===== config.mk =====
export PLATFORM = sky130hd
export DESIGN_NAME = hazard_control_unit
export DESIGN_NICKNAME = d
export VERILOG_FILES = /design/src/rtl/hazard_control_unit.sv
export SDC_FILE = /design/constraint.sdc
export NUM_CORES = 1
export LEC_CHECK = 0
export BUFFER_PORTS_ARGS = -buffer_cell sky130_fd_sc_hd__buf_2
export CAP_MARGIN = 20
export CORE_MARGIN = 2
export CORE_UTILIZATION = 50
export DETAILED_ROUTE_END_ITERATION = 6
export PLACE_DENSITY = 0.79
export SLEW_MARGIN = 40
export SYNTH_ARGS = -nofsm -noshare
export SYNTH_HDL_FRONTEND = slang
export SYNTH_SLANG_ARGS = --single-unit

===== constraint.sdc =====
create_clock -name i_clk -period 2.8 [get_ports i_clk]
set_clock_uncertainty 0.1 [all_clocks]
set_input_delay 0.28 -clock i_clk [delete_from_list [all_inputs] [get_ports i_clk]]
set_output_delay 0.28 -clock i_clk [all_outputs]
set_load 0.02 [all_outputs]

===== src/rtl/hazard_control_unit.sv =====
// hazard_control_unit: decode-stage sequencing control. Resolves load-use,
// taken-branch and mult/div occupancy hazards, selects operand forwarding
// sources, and keeps saturating stall/flush event counters.
module hazard_control_unit #(
  parameter int MULDIV_CYCLES = 4,
  parameter int CNT_W         = 16
) (
  input  logic             i_clk,
  input  logic             i_reset,
  input  logic [4:0]       i_id_rs,
  input  logic [4:0]       i_id_rt,
  input  logic             i_id_uses_rt,
  input  logic             i_ex_mem_read,
  input  logic             i_ex_reg_write,
  input  logic [4:0]       i_ex_dest,
  input  logic             i_mem_reg_write,
  input  logic [4:0]       i_mem_dest,
  input  logic             i_branch_taken,
  input  logic             i_md_start,
  output logic             o_pc_write,
  output logic             o_ifid_write,
  output logic             o_ifid_flush,
  output logic             o_idex_bubble,
  output logic             o_idex_hold,
  output logic             o_exmem_bubble,
  output logic [1:0]       o_fwd_a,
  output logic [1:0]       o_fwd_b,
  output logic             o_busy,
  output logic [CNT_W-1:0] o_stall_count,
  output logic [CNT_W-1:0] o_flush_count
);

  localparam logic [0:0] S_RUN     = 1'b0;
  localparam logic [0:0] S_MD_BUSY = 1'b1;

  // Counter loads MULDIV_CYCLES-2 so that RUN is re-entered after
  // MULDIV_CYCLES-1 busy cycles; 5 bits covers the full 1..16 range.
  localparam int              DC_W    = 5;
  localparam logic [DC_W-1:0] DC_LOAD = (MULDIV_CYCLES > 1) ? DC_W'(MULDIV_CYCLES - 2) : '0;
  localparam logic            MD_MULTI = (MULDIV_CYCLES > 1);

  logic [0:0]       r_state;
  logic [DC_W-1:0]  r_dcnt;
  logic [CNT_W-1:0] r_stall_cnt;
  logic [CNT_W-1:0] r_flush_cnt;

  logic       w_load_use;
  logic [1:0] w_fwd_a;
  logic [1:0] w_fwd_b;

  // Load-use: a load in EX targets a register the ID instruction reads.
  always_comb begin
    w_load_use = i_ex_mem_read && (i_ex_dest != 5'd0) &&
                 ((i_ex_dest == i_id_rs) || (i_id_uses_rt && (i_ex_dest == i_id_rt)));
  end

  // Forwarding select: EX result beats MEM result; r0 never forwards and
  // a load in EX has no result yet.
  always_comb begin
    w_fwd_a = 2'b00;
    w_fwd_b = 2'b00;
    if (i_ex_reg_write && !i_ex_mem_read && (i_ex_dest != 5'd0) && (i_ex_dest == i_id_rs))
      w_fwd_a = 2'b10;
    else if (i_mem_reg_write && (i_mem_dest != 5'd0) && (i_mem_dest == i_id_rs))
      w_fwd_a = 2'b01;
    if (i_id_uses_rt) begin
      if (i_ex_reg_write && !i_ex_mem_read && (i_ex_dest != 5'd0) && (i_ex_dest == i_id_rt))
        w_fwd_b = 2'b10;
      else if (i_mem_reg_write && (i_mem_dest != 5'd0) && (i_mem_dest == i_id_rt))
        w_fwd_b = 2'b01;
    end
  end

  // Pipeline control outputs, priority reset > busy > load-use > branch > normal.
  always_comb begin
    o_pc_write     = 1'b1;
    o_ifid_write   = 1'b1;
    o_ifid_flush   = 1'b0;
    o_idex_bubble  = 1'b0;
    o_idex_hold    = 1'b0;
    o_exmem_bubble = 1'b0;
    o_busy         = 1'b0;
    o_fwd_a        = w_fwd_a;
    o_fwd_b        = w_fwd_b;
    if (i_reset) begin
      o_pc_write     = 1'b0;
      o_ifid_write   = 1'b0;
      o_ifid_flush   = 1'b1;
      o_idex_bubble  = 1'b1;
      o_exmem_bubble = 1'b1;
      o_fwd_a        = 2'b00;
      o_fwd_b        = 2'b00;
    end else if (r_state == S_MD_BUSY) begin
      o_pc_write     = 1'b0;
      o_ifid_write   = 1'b0;
      o_idex_hold    = 1'b1;
      o_exmem_bubble = 1'b1;
      o_busy         = 1'b1;
    end else if (w_load_use) begin
      // A coincident branch is dropped; ID re-evaluates it next cycle.
      o_pc_write    = 1'b0;
      o_ifid_write  = 1'b0;
      o_idex_bubble = 1'b1;
    end else if (i_branch_taken) begin
      o_ifid_flush = 1'b1;
    end
  end

  // Mult/div occupancy FSM with down-counter.
  always_ff @(posedge i_clk or posedge i_reset) begin
    if (i_reset) begin
      r_state <= S_RUN;
      r_dcnt  <= '0;
    end else begin
      case (r_state)
        S_RUN: begin
          if (i_md_start && MD_MULTI) begin
            r_state <= S_MD_BUSY;
            r_dcnt  <= DC_LOAD;
          end
        end
        default: begin
          if (r_dcnt == '0) r_state <= S_RUN;
          else              r_dcnt  <= r_dcnt - DC_W'(1);
        end
      endcase
    end
  end

  // Saturating debug event counters.
  always_ff @(posedge i_clk or posedge i_reset) begin
    if (i_reset) begin
      r_stall_cnt <= '0;
      r_flush_cnt <= '0;
    end else begin
      if (!o_pc_write && (r_stall_cnt != '1)) r_stall_cnt <= r_stall_cnt + CNT_W'(1);
      if (o_ifid_flush && (r_flush_cnt != '1)) r_flush_cnt <= r_flush_cnt + CNT_W'(1);
    end
  end

  assign o_stall_count = r_stall_cnt;
  assign o_flush_count = r_flush_cnt;

endmodule


==> metrics.txt <==
Period minus WS final=between 2000 and 2500 ps; Hold Path Class=primary input to asynchronous set/reset pin; crit-path max cell delay=roughly 540 ps; CTS tree=done; CP cell instances=buf_2 -> or4_4 -> o211a_1 -> and4_1 -> nor4_1 -> buf_2; critical path peak fanout=3; largest net degree at the start of global routing=between 40 and 50; GRT Util Overall=roughly a fifth; delay-heaviest family, CP=simple AND/OR/NAND/NOR gates; H-tree depth=2; share of flip-flops with an asynchronous set or reset=100%; vias per cell=about 5.4; slew at the pin closest to its max-slew limit=517 ps; vias in the first global route=about 1,700; Critical Path End Type=output port; peak supply drop=558 uV; number of cells on the critical path=6; WL per Instance=14.5 microns; TritonCTS Buffers=5; initial antenna violation count=0; Main synth FF type=dfrtp_1; Crit path arrival time=1910 ps; Fin Setup TNS=0 ps; Fillers=approximately 330; Synth area leaders=dfrtp_1, xnor2_1, xor2_1; area of the multi-input gates=roughly 1100 sq um; synthesized area per cell=roughly 11 sq um; initial drt markers=90; DRC=0; max_cap viols=0; WL final=about 4.7 mm; total vias in the final route=1,781; postcts setup bufs=0; Leakage=approximately 1.3 nW; die extent in y=approximately 70 microns; IO Count=about 70; PwrDens=~860 nW/um^2; Fin. Hold Viols=0; register share of total power=between 30% and 40%; total die area=a little under 5000 sq um; worst skew pair latency=290 ps; post-synthesis cell area=about 2200 sq um; share of layout cells above drive strength 1=roughly 34%; clock slew at reported path FFs=roughly 80 ps; clock share of power=between 20% and 30%; worst endpoint required time=around 2400 ps; Combinational Power Share=a little under two fifths; # setup viols final=0; Final Max Slew Viols=0; setup ws final=~510 ps; max frequency=approximately 440 MHz; yosys synthesis warning count=0; FP Rows=23; area leader, netlist=dfrtp_1; Die Span X=~70 microns; CTS resizes=0; Worst path most repeated cell=buf_2; Seq/Total Area, Yosys=around 44%; commonest cells after routing, fill and taps aside=buf_2, xnor2_1, dfrtp_1, nand2_1, nand4_1; number of synthesized flops with an enable pin=0; Distinct cells, synth=43; run status=finished, final reports clean; RSZ-0062 raised after global routing=false; DP HPWL=3.52 mm; Crit-path slowest cell=or4_4; pre-CTS setup slack=just over 500 ps; switching part of the total=38.5%; Synth top area share=44.1%; deepest clock path buffer count=2; synth-to-layout area growth=25.1%; most common cell after layout, fill and taps aside=buf_2; remaining antenna violation count=0; startpoint types=primary input; ant diodes=0; FF+latch count, synth=38; first-pass GRT wire length=7.98 mm; Power, Total=~2.3 mW; CTS Sinks=38; grt total ovfl=0; Pint=1.43 mW; TritonRoute pass-1 iters=4; Initial Util=between 50% and 60%; FF-to-FF path depth=7; Synth Net Count=about 230; Root Buffer=clkbuf_8; CP bufs+invs=2; critical path type=primary input to output port; final period utilization=81.8%; Syn Inst Count=about 200; routability cong.=between 0.9 and 1; IO buf count=70; max_slew headroom=about two thirds; Net Sw Power=about 0.90 mW; Final nets=roughly 310; hold_buf cts=0; Seq. cell area=951 sq um; Core Region=between 4000 and 5000 sq um
-- final timing paths --
check                                   from                 to  slack [ps]
max                             i_ex_dest[0]         o_fwd_b[0]         510
min                                  i_reset  o_flush_count[14]         100
max reg2reg                 o_stall_count[5]   o_stall_count[8]         650
min reg2reg                o_stall_count[11]  o_stall_count[11]         390
max in group asynchronous            i_reset   o_flush_count[9]        2160
min in group i_clk                i_md_start          r_dcnt[4]         290
-- flip-flops by register name, indices dropped and copies added (netlist names) --
name	cells
o_flush_count	16
o_stall_count	16
r_dcnt	5
r_state	1
-- through the flow --
stage	std cells	instance area [sq um]	hold WS, ps	util [%]
floorplan	202	2160	373	-
detailed placement	319	2550	388	62.3
finish	327	2700	96.4	66.0
global route	327	2700	144	66.0
CTS	327	2690	97.9	65.8
global placement	319	2550	372	62.3
-- logic make-up (layout without fill, tap and decap cells) --
kind of cell               Yosys count  after routing  synth area share [%]
and+or+nand+nor                     73             73                  20.2
xor gates and xnor gates            49             49                  19.9
DFF                                 38             38                  44.1
AOI/OAI and AO/OA                   21             21                  8.35
buffers and inverters               13             88                  2.96
adders and majority gates            4              4                  2.32
muxes                                4              4                  2.20
-- per-layer routing --
metal | part of all wire, % | track usage [%] | vias to the layer above
li1 | - | - | 853
met1 | 45 | 27.4 | 860
met4 | 1.3 | 7.05 | 0
met2 | 48 | 33.2 | 61
met3 | 5.5 | 3.78 | 7
met5 | 0 | 0 | -
-- worst register-to-register path, cell delays in order (launching register included) --
cell	delay, ps
dfrtp_1	450
and4_4	240
and4_4	200
and3_4	190
a21o_1	210
a211oi_4	340
nand4_1	170
xnor2_1	150
-- synthesized netlist by cell type (all sizes together) (2+ instances only) --
cell type / n
dfrtp: 38
a21oi: 4
and4: 6
buf: 3
a21o: 2
and2: 2
ha: 4
a31oi: 2
mux2: 3
nor3: 4
nand4: 12
nor2b: 3
nand2b: 2
nor2: 7
nor4: 2
nand3: 11
xor2: 10
and3: 8
a211oi: 2
or4: 3
xnor2: 39
o21ai: 5
nand2: 13
inv: 9
-- area by class of cell --
class | instances | area share, %
clock inverters | 2 | 2.23
well taps | 50 | 2.32
repair buffers | 71 | 13.3
inverters | 9 | 1.25
clock buffers | 6 | 3.06
multi-input cells | 151 | 42.6
flip-flops and latches | 38 | 35.3
-- power groups by stage --
stage | registers (mW) | logic, mW | clock network, mW
after CTS | 0.884 | 0.858 | 0.588
after detailed placement | 0.890 | 0.847 | 0
after global placement | 0.882 | 0.834 | 0
final | 0.893 | 0.857 | 0.578
after floorplan | 0.993 | 0.492 | 0
after global routing | 0.917 | 0.939 | 0.604
Note: power is estimated with default switching activity, not from simulation.
